[src/rtl/sync_fifo.sv]
// Single-clock FIFO buffering DUT samples until their golden partner arrives.
// A push into a full FIFO is accepted only when a pop happens in the same cycle.
module sync_fifo #(
  parameter int DATA_W     = 16,
  parameter int FIFO_DEPTH = 16
) (
  input  logic              clk,
  input  logic              rst,
  input  logic              flush,
  input  logic              push,
  input  logic [DATA_W-1:0] push_data,
  input  logic              pop,
  output logic [DATA_W-1:0] pop_data,
  output logic              full,
  output logic              empty
);

  localparam int AW = $clog2(FIFO_DEPTH);

  logic [DATA_W-1:0] mem [FIFO_DEPTH];
  logic [AW:0]       wr_ptr;
  logic [AW:0]       rd_ptr;
  logic              do_push;
  logic              do_pop;

  // Pointers carry one extra wrap bit so full and empty are distinguishable.
  assign empty    = (wr_ptr == rd_ptr);
  assign full     = (wr_ptr[AW] != rd_ptr[AW]) && (wr_ptr[AW-1:0] == rd_ptr[AW-1:0]);
  assign do_pop   = pop && !empty;
  assign do_push  = push && (!full || do_pop);
  assign pop_data = mem[rd_ptr[AW-1:0]];

  always_ff @(posedge clk or negedge rst) begin
    if (!rst) begin
      wr_ptr <= '0;
      rd_ptr <= '0;
    end else if (flush) begin
      wr_ptr <= '0;
      rd_ptr <= '0;
    end else begin
      if (do_push) begin
        wr_ptr <= wr_ptr + 1'b1;
      end
      if (do_pop) begin
        rd_ptr <= rd_ptr + 1'b1;
      end
    end
  end

  always_ff @(posedge clk) begin
    if (do_push) begin
      mem[wr_ptr[AW-1:0]] <= push_data;
    end
  end

endmodule

[config.mk]
export PLATFORM = sky130hd
export DESIGN_NAME = sync_fifo
export DESIGN_NICKNAME = d
export VERILOG_FILES = /design/src/rtl/sync_fifo.sv
export SDC_FILE = /design/constraint.sdc
export NUM_CORES = 1
export LEC_CHECK = 0
export BUFFER_PORTS_ARGS = -buffer_cell sky130_fd_sc_hd__buf_2
export CELL_PAD_IN_SITES_DETAIL_PLACEMENT = 1
export CELL_PAD_IN_SITES_GLOBAL_PLACEMENT = 1
export CORE_MARGIN = 2
export CORE_UTILIZATION = 50
export DETAILED_ROUTE_END_ITERATION = 6
export PLACE_DENSITY_LB_ADDON = 0.1
export SLEW_MARGIN = 20
export SYNTH_ARGS = -nofsm -noshare
export SYNTH_HDL_FRONTEND = slang
export SYNTH_SLANG_ARGS = --single-unit
[constraint.sdc]
create_clock -name clk -period 3.39 [get_ports clk]
set_input_delay 0.1695 -clock clk [delete_from_list [all_inputs] [get_ports clk]]
set_output_delay 0.1695 -clock clk [all_outputs]
set_load 0.005 [all_outputs]
==> results of run 1 <==
[through the flow]
stage	instance area, µm²	power [mW]
3_3_place_gp	10900	4.62
3_5_place_dp	10900	4.63
5_1_grt	11700	7.58
4_1_cts	11700	7.41
2_1_floorplan	10400	4.40
6_report	11700	7.32
[logic make-up (layout without fill, tap and decap cells)]
group	count (synthesis)	count (layout)	share of synthesized area
buffers and inverters	25	102	0.0164
AOI/OAI and AO/OA	7	7	0.00445
DFF	266	266	0.764
and+or+nand+nor	40	40	0.0220
adders and majority gates	5	5	0.00602
muxes	83	83	0.177
xor gates and xnor gates	12	12	0.0101
[registers in the layout, summed over array words and instances, names as in the netlist]
name    count
rd_ptr      5
wr_ptr      5
mem       256
[area by class of cell]
type | count | area share
Sequential cell | 266 | 0.677
Multi-Input combinational cell | 147 | 0.197
Clock buffer | 40 | 0.0643
Tap cell | 270 | 0.0288
Timing Repair Buffer | 51 | 0.0260
Clock inverter | 9 | 0.00651
Inverter | 2 | 0.000640
[worst min-delay path by stage]
stage,from,endpoint,slack [ns],depth (start not counted)
detailed placement,rst,wr_ptr[4],0.05,1
finish,push_data[11],mem[3][11],0.03,1
global placement,rst,rd_ptr[4],0.04,1
floorplan,rst,rd_ptr[0],-0.13,0
CTS,push_data[11],mem[3][11],0.02,1
global route,push_data[15],mem[2][15],0.04,1
[worst max-delay path, delay by kind of cell (launching register included)]
| kind | cells | cell delay (ns) |
|---|---|---|
| buffers and inverters | 2 | 0.90 |
| DFF | 1 | 0.37 |
| muxes | 2 | 0.93 |
[routing by layer]
metal	vias to the layer above	wire, µm
li1	1968	-
met1	2518	9410
met2	126	10400
met3	41	1060
met4	0	493
met5	-	0
[placed cells by master, fill, tap and decap left out, types with 2 or more instances in the layout]
cell type	Yosys	layout
edfxtp_1	256	256
mux4_2	77	77
buf_2	11	38
clkbuf_16	0	27
nor2_1	12	12
clkbuf_1	6	10
buf_4	0	10
and3_1	12	9
dfrtp_1	10	8
xnor2_1	7	7
xor2_1	5	5
ha_1	5	5
nor2b_1	5	4
clkinv_1	0	4
mux4_1	3	3
and3_2	0	3
nand4_1	3	3
a21oi_1	4	3
clkbuf_8	0	3
clkinv_2	0	3
inv_1	2	2
and2_1	2	2
nand2_1	2	2
mux2i_1	2	2
dlygate4sd3_1	0	2
[power groups by stage]
stage               registers [mW]  clock network, mW  logic, mW
floorplan                     3.73                  0      0.670
global placement              3.74                  0      0.880
detailed placement            3.74                  0      0.893
CTS                           3.67               2.84      0.897
global route                  3.67               2.95      0.950
finish                        3.67               2.78      0.872
==> impl_metrics.py, run 1 <==
metrics = {
    "worst_setup_path": {
        "timing.rr.start": "wr_ptr[2]",
        "endpoint_kind": "output pin",
        "path_common_cell": "mux4_2",
        "critPathLaunch": "rd_ptr[1]",
        "reg2reg_slack_ns": 0.54,
        "critPathMaxStageDelay_ns": 0.76,
        "cp_cell_sequence": "buf_4 -> mux4_2 -> mux4_2 -> buf_2",
        "reg2reg_to": "mem[13][5]",
        "cp.arrival_ns": 2.81,
        "r2r_cells": 4,
        "cp_slowest_cell": "buf_4",
        "endpoint": "pop_data[6]",
        "critPathRequiredTime_ns": 3.22,
        "worstSetupPathType": "flop to output pin",
        "crit_fanout": 67,
        "start_kind": "flop",
    },
    "run_status": {
        "status": "completed",
    },
    "hold_path": {
        "hp-class": "input pin to flop",
    },
    "timing": {
        "finalCriticalPeriod_ns": 2.98,
        "worst_slew_pin_slew_ns": 1.15,
        "rsz0062_at_grt": "no",
        "slew_headroom": 0.233,
        "clock_skew_ns": 0.00957,
        "setup_tns_ns": 0,
        "whs_ns": 0.0306,
        "fmax_mhz": 335,
        "hold_viol": 0,
        "final-setup-viol-count": 0,
        "drv_slew": 0,
        "setup_ws_ns": 0.409,
        "period_share": 0.879,
    },
    "synthesis": {
        "yosysTopAreaCell": "edfxtp_1",
        "ys_top_cells_by_count": "256 x edfxtp_1, 77 x mux4_2, 12 x and3_1, 12 x nor2_1, 11 x buf_2",
        "ys_seq_elements": 266,
        "synth_edf_count": 256,
        "yosysWarnings": 0,
        "synth_most_common_cell": "edfxtp_1",
        "synth_top_area_frac": 0.740,
        "netlist_instances": 438,
        "async_flop_share": 0.0376,
        "synth_flop_cell": "edfxtp_1",
        "seq_area_frac_synth": 0.764,
        "avgSynthCellArea_um2": 23.7,
        "synth_area_um2": 10400,
        "synth_fp_nets": 464,
        "synth.top_cells.by_area": "edfxtp_1 74%, mux4_2 17%, dfrtp_1 2.4%, mux4_1 0.76%, and3_1 0.72%",
        "ys_types": 28,
    },
    "global_routing": {
        "gr-max-usage-layer": "met2",
        "grt_antenna_before_repair": 0,
        "grt_pass1_vias": 5164,
        "use_met3": 0.0276,
        "grt_usage": 0.204,
        "grt_pass1_wl_um": 32600,
        "met1_usage": 0.301,
        "grt_max_degree": 68,
        "use_met2": 0.324,
        "grt-ovfl-total": 0,
    },
    "pwr": {
        "power_frac_clock": 0.380,
        "p_int_mw": 5.72,
        "switchingPower_mw": 1.60,
        "p_comb_frac": 0.119,
        "swShare": 0.219,
        "power.density_nw_per_um2": 624,
        "peakVddDrop_mv": 0.471,
        "pwr-share-seq": 0.501,
        "leakage_nw": 3.74,
    },
    "clocking": {
        "cts_tree": "yes",
        "clkTransAtPathRegs_ns": 0.06,
        "cts_root_buf": "clkbuf_16",
        "h-tree-depth": 1,
        "cts.sinks": 266,
        "cts-resized-gates": 0,
        "cts_buffers": 27,
        "cts_setup_buffers": 0,
        "cts_hold_buf": 2,
        "clock_path_buffers": 3,
        "clock_latency_ns": 0.52,
    },
    "floorplan": {
        "io-pin-count": 39,
        "die_area_um2": 22000,
        "start_util": 0.512,
        "die_w_um": 148,
        "core-area_um2": 20300,
        "fp-row-count": 52,
        "die_y_um": 148,
    },
    "finish": {
        "multi_input_area_um2": 2310,
        "final.fill_count": 1741,
        "final_nets": 521,
        "area_growth_pct": 12.9,
        "diodes": 0,
        "final_core_util": 0.578,
        "drive_above_1_share": 0.334,
        "layout.area.seq_um2": 7940,
        "instances_no_fill": 785,
    },
    "placement": {
        "gp_congestion": 0.756,
        "dpl.cell_count": 734,
        "io_buffer_count": 38,
        "dpl.hpwl_um": 12200,
        "place_ws_ns": 0.529,
    },
    "drt": {
        "drt-pass1-iter-count": 4,
        "wl_per_cell_um": 27.2,
        "via_count": 4653,
        "post-route-drc-count": 0,
        "route.detailed.vias_per_inst": 5.93,
        "ant_nets": 0,
        "drt_iter0_markers": 361,
        "drt-total-wl_um": 21400,
    },
    "run": {
        "maxCapViolCount": 0,
    },
}
Power figures use the tool's default switching activity.
==> run 2: changes to the inputs <==
--- a/config.mk
+++ b/config.mk
@@ -11,6 +11,7 @@
 export CORE_MARGIN = 2
 export CORE_UTILIZATION = 50
 export DETAILED_ROUTE_END_ITERATION = 6
+export GPL_TIMING_DRIVEN = 0
 export PLACE_DENSITY_LB_ADDON = 0.1
 export SLEW_MARGIN = 20
 export SYNTH_ARGS = -nofsm -noshare
==> impl_metrics.py, run 2 (synthesized netlist as in run 1, its figures left out) <==
metrics = {
    "run_status": {
        "status": "completed",
    },
    "clocking": {
        "cts.sinks": 266,
        "clock_latency_ns": 0.52,
        "cts_tree": "yes",
        "clkTransAtPathRegs_ns": 0.06,
        "cts_root_buf": "clkbuf_16",
        "clock_path_buffers": 3,
        "cts_setup_buffers": 0,
        "cts_buffers": 27,
        "h-tree-depth": 1,
    },
    "floorplan": {
        "start_util": 0.512,
        "die_area_um2": 22000,
        "fp-row-count": 52,
        "die_y_um": 148,
        "die_w_um": 148,
        "io-pin-count": 39,
        "core-area_um2": 20300,
    },
    "placement": {
        "place_ws_ns": 0.272,
        "gp_congestion": 0.739,
        "dpl.hpwl_um": 13500,
        "io_buffer_count": 38,
    },
    "drt": {
        "drt_iter0_markers": 421,
        "drt-pass1-iter-count": 4,
        "post-route-drc-count": 0,
        "via_count": 4787,
        "ant_nets": 0,
        "wl_per_cell_um": 28.0,
        "drt-total-wl_um": 22400,
        "route.detailed.vias_per_inst": 5.98,
    },
    "finish": {
        "largest_reg_flops": 256,
        "final_common_cell": "edfxtp_1",
        "drive_above_1_share": 0.349,
        "final_nets": 538,
        "mostFrequentLayoutCells": "256 x edfxtp_1, 77 x mux4_2, 49 x buf_2",
        "final_core_util": 0.583,
        "diodes": 0,
        "area_growth_pct": 13.9,
    },
    "timing": {
        "rsz0062_at_grt": "no",
        "fmax_mhz": 310,
        "worst_slew_pin_slew_ns": 1.09,
        "finalCriticalPeriod_ns": 3.23,
        "slew_headroom": 0.274,
        "drv_slew": 0,
        "setup_tns_ns": 0,
        "hold_viol": 0,
        "clock_skew_ns": 0.00982,
        "final-setup-viol-count": 0,
        "whs_ns": 0.0134,
        "period_share": 0.952,
        "setup_ws_ns": 0.161,
    },
    "global_routing": {
        "grt_pass1_vias": 5271,
        "grt_antenna_before_repair": 0,
        "grt_pass1_wl_um": 34000,
        "grt-ovfl-total": 0,
        "grt_usage": 0.216,
        "grt_max_degree": 17,
    },
    "worst_setup_path": {
        "cp_slowest_cell": "clkbuf_1",
        "critPathMaxStageDelay_ns": 0.58,
        "start_kind": "flop",
        "r2r_cells": 5,
        "cp.arrival_ns": 3.06,
        "worstSetupPathType": "flop to output pin",
        "critPathLaunch": "rd_ptr[1]",
        "reg2reg_slack_ns": 0.32,
        "critPathRequiredTime_ns": 3.22,
        "reg2reg_to": "mem[2][12]",
        "crit_family": "buffers and inverters",
        "crit_fanout": 10,
        "endpoint_kind": "output pin",
        "timing.rr.start": "rd_ptr[4]",
        "cp_cell_sequence": "clkbuf_1 -> buf_2 -> mux4_2 -> mux4_2 -> buf_2",
        "worst-path-buf-inv": 3,
        "crit_cells": 5,
    },
    "hold_path": {
        "min_path_cells": 3,
        "holdPathEnd": "wr_ptr[3]",
        "hp-class": "input pin to flop",
        "hp-start": "flush",
    },
    "pwr": {
        "power_frac_clock": 0.367,
        "swShare": 0.225,
        "finalPower_mw": 7.32,
        "p_comb_frac": 0.132,
        "leakage_nw": 3.82,
        "p_int_mw": 5.67,
        "pwr-share-seq": 0.501,
        "switchingPower_mw": 1.65,
        "peakVddDrop_mv": 0.346,
        "power.density_nw_per_um2": 618,
    },
    "run": {
        "maxCapViolCount": 0,
    },
}
[run 2: worst max-delay path by stage]
stage	to
finish	pop_data[0]
global route	pop_data[0]
CTS	pop_data[0]
detailed placement	mem[13][8]
global placement	mem[11][4]
floorplan	mem[11][0]
[run 2: stage by stage]
step,area (µm²),std cells
after floorplan,10400,438
after global placement,10900,746
after detailed placement,11000,751
after CTS,11800,799
after global routing,11800,800
final,11800,800
[run 2: timing repair]
| item | 4_1_cts | 5_1_grt |
|---|---|---|
| hold buffers | 1 | 0 |
| endpoints found under the setup margin | 0 | 0 |
| resized for setup | 0 | 0 |
| endpoints found under the hold margin | 10 | 0 |
[run 2: layout make-up]
type,instances,area (µm²)
buffer,23,163
inverter,2,7.51
clock inverter,17,98.8
multi-input combinational,147,2320
tap,270,338
fill,1728,8460
sequential,266,7940
timing repair buffer,45,284
clock buffer,30,687
[run 2: layer usage]
metal,global-route usage,wire length (µm)
met5,0,0
met4,0.0586,546
met3,0.0328,1120
met2,0.359,11200
met1,0.305,9520
[run 2: tightest hold or removal path, stage by stage]
cell and delay (ns):
buf_2 0.10, nor2b_1 0.09, mux2_1 0.13
[run 2: power by group through the flow]
stage	Clock [mW]	Combinational (mW)	Sequential [mW]
CTS	2.73	0.982	3.67
detailed placement	0	0.973	3.74
finish	2.68	0.966	3.67
global placement	0	0.947	3.73
global route	2.84	1.04	3.67
floorplan	0	0.670	3.73
==> run 3: changes to the inputs <==
--- a/config.mk
+++ b/config.mk
@@ -5,13 +5,12 @@
 export SDC_FILE = /design/constraint.sdc
 export NUM_CORES = 1
 export LEC_CHECK = 0
-export BUFFER_PORTS_ARGS = -buffer_cell sky130_fd_sc_hd__buf_2
+export BUFFER_PORTS_ARGS = -buffer_cell sky130_fd_sc_hd__buf_4
 export CELL_PAD_IN_SITES_DETAIL_PLACEMENT = 1
 export CELL_PAD_IN_SITES_GLOBAL_PLACEMENT = 1
 export CORE_MARGIN = 2
-export CORE_UTILIZATION = 50
+export CORE_UTILIZATION = 47
 export DETAILED_ROUTE_END_ITERATION = 6
-export GPL_TIMING_DRIVEN = 0
 export PLACE_DENSITY_LB_ADDON = 0.1
 export SLEW_MARGIN = 20
 export SYNTH_ARGS = -nofsm -noshare
==> impl_metrics.py, run 3 (synthesized netlist as in run 1, its figures left out) <==
metrics = {
    "placement": {
        "io_buffer_count": 38,
        "gp_congestion": 0.702,
        "dpl.hpwl_um": 12700,
    },
    "timing": {
        "clock_skew_ns": 0.00859,
        "finalCriticalPeriod_ns": 2.98,
        "drv_slew": 0,
        "worst_slew_pin_slew_ns": 1.03,
        "fmax_mhz": 335,
        "final-setup-viol-count": 0,
        "slew_headroom": 0.314,
        "hold_viol": 0,
        "period_share": 0.879,
        "setup_tns_ns": 0,
        "rsz0062_at_grt": "no",
    },
    "finish": {
        "final_common_cell": "edfxtp_1",
        "diodes": 0,
        "layout.area.seq_um2": 7940,
        "final.fill_count": 1883,
        "mostFrequentLayoutCells": "256 x edfxtp_1, 77 x mux4_2, 65 x buf_4",
        "multi_input_area_um2": 2310,
        "largest_reg_flops": 256,
        "drive_above_1_share": 0.351,
        "area_growth_pct": 17.8,
        "final_nets": 556,
    },
    "drt": {
        "wl_per_cell_um": 25.9,
        "ant_nets": 0,
        "via_count": 4703,
        "route.detailed.vias_per_inst": 5.65,
        "post-route-drc-count": 0,
        "drt-pass1-iter-count": 4,
        "drt_iter0_markers": 355,
        "drt-total-wl_um": 21600,
    },
    "clocking": {
        "clkTransAtPathRegs_ns": 0.06,
        "cts_setup_buffers": 0,
        "h-tree-depth": 1,
        "cts_root_buf": "clkbuf_16",
        "clock_path_buffers": 3,
        "clock_latency_ns": 0.53,
        "cts_hold_buf": 19,
        "cts_tree": "yes",
        "cts_buffers": 28,
        "cts.sinks": 266,
        "cts-resized-gates": 0,
    },
    "worst_setup_path": {
        "crit_fanout": 67,
        "critPathRequiredTime_ns": 3.22,
        "start_kind": "flop",
        "endpoint_kind": "output pin",
        "worstSetupPathType": "flop to output pin",
        "reg2reg_slack_ns": 0.55,
        "reg2reg_to": "mem[6][2]",
        "timing.rr.start": "rd_ptr[4]",
        "cp.arrival_ns": 2.81,
        "r2r_cells": 4,
    },
    "pwr": {
        "power.density_nw_per_um2": 623,
        "finalPower_mw": 7.62,
        "peakVddDrop_mv": 0.392,
        "leakage_nw": 4.00,
    },
    "run_status": {
        "status": "completed",
    },
    "floorplan": {
        "die_y_um": 153,
        "die_w_um": 153,
        "die_area_um2": 23300,
        "start_util": 0.478,
        "fp-row-count": 54,
        "core-area_um2": 21800,
        "io-pin-count": 39,
    },
    "global_routing": {
        "grt_pass1_wl_um": 33300,
        "grt_max_degree": 68,
        "grt-ovfl-total": 0,
        "grt_pass1_vias": 5256,
        "grt_antenna_before_repair": 0,
        "grt_usage": 0.193,
    },
    "hold_path": {
        "hp-class": "input pin to flop",
        "min_path_cells": 5,
        "holdPathEnd": "rd_ptr[2]",
        "hp-start": "pop",
    },
    "run": {
        "maxCapViolCount": 0,
    },
}
## run 3: cell types whose count changed in the layout (fill, tap and decap cells not counted), sizes merged
cell         previous run  this run
dlygate4sd3             1        19
clkinv                 16         8
buf                    61        66
clkbuf                 36        41
bufinv                  1         2
inv                     2         3
## run 3: worst max-delay path by stage
stage | cells after the start | endpoint | from
floorplan | 4 | mem[11][0] | rd_ptr[4]
global placement | 4 | mem[6][4] | rd_ptr[4]
detailed placement | 4 | mem[6][4] | rd_ptr[4]
CTS | 4 | pop_data[7] | rd_ptr[1]
global route | 4 | mem[6][6] | rd_ptr[4]
finish | 4 | pop_data[2] | rd_ptr[1]
## run 3: routing by layer
metal	vias to the layer above	track usage	wire length [µm]
met2	101	0.316	10800
li1	2045	-	-
met4	0	0.0463	373
met1	2528	0.279	9370
met5	-	0	0
met3	29	0.0276	1030
## run 3: layout make-up
class                      count  area share
sequential                   266       0.649
multi-input combinational    147       0.189
clock buffer                  41      0.0671
tap                          280      0.0286
timing repair buffer          85      0.0570
inverter                       2    0.000613
clock inverter                11     0.00920
## run 3: through the flow
| stage | hold slack [ns] | setup slack [ns] | std cells | cell area (µm²) | util |
|---|---|---|---|---|---|
| after global placement | 0.00742 | 0.655 | 761 | 11100 | 0.511 |
| after global routing | 0.0786 | 0.295 | 832 | 12200 | 0.563 |
| final | 0.0775 | 0.409 | 832 | 12200 | 0.563 |
| after detailed placement | 0.0105 | 0.557 | 761 | 11100 | 0.511 |
| after CTS | 0.0523 | 0.356 | 832 | 12200 | 0.562 |
| after floorplan | -0.126 | 0.609 | 438 | 10400 | - |
## run 3: worst max-delay path, stage by stage, from the launching register on
cell and delay, ns:
dfrtp_2 0.36, buf_4 0.78, mux4_2 0.43, mux4_2 0.51, buf_4 0.16
## run 3: where the power goes
group | leakage, nW | switching [mW] | internal, mW
clock | 0.463 | 1.21 | 1.83
combinational | 1.09 | 0.407 | 0.507
sequential | 2.45 | 0.0181 | 3.65
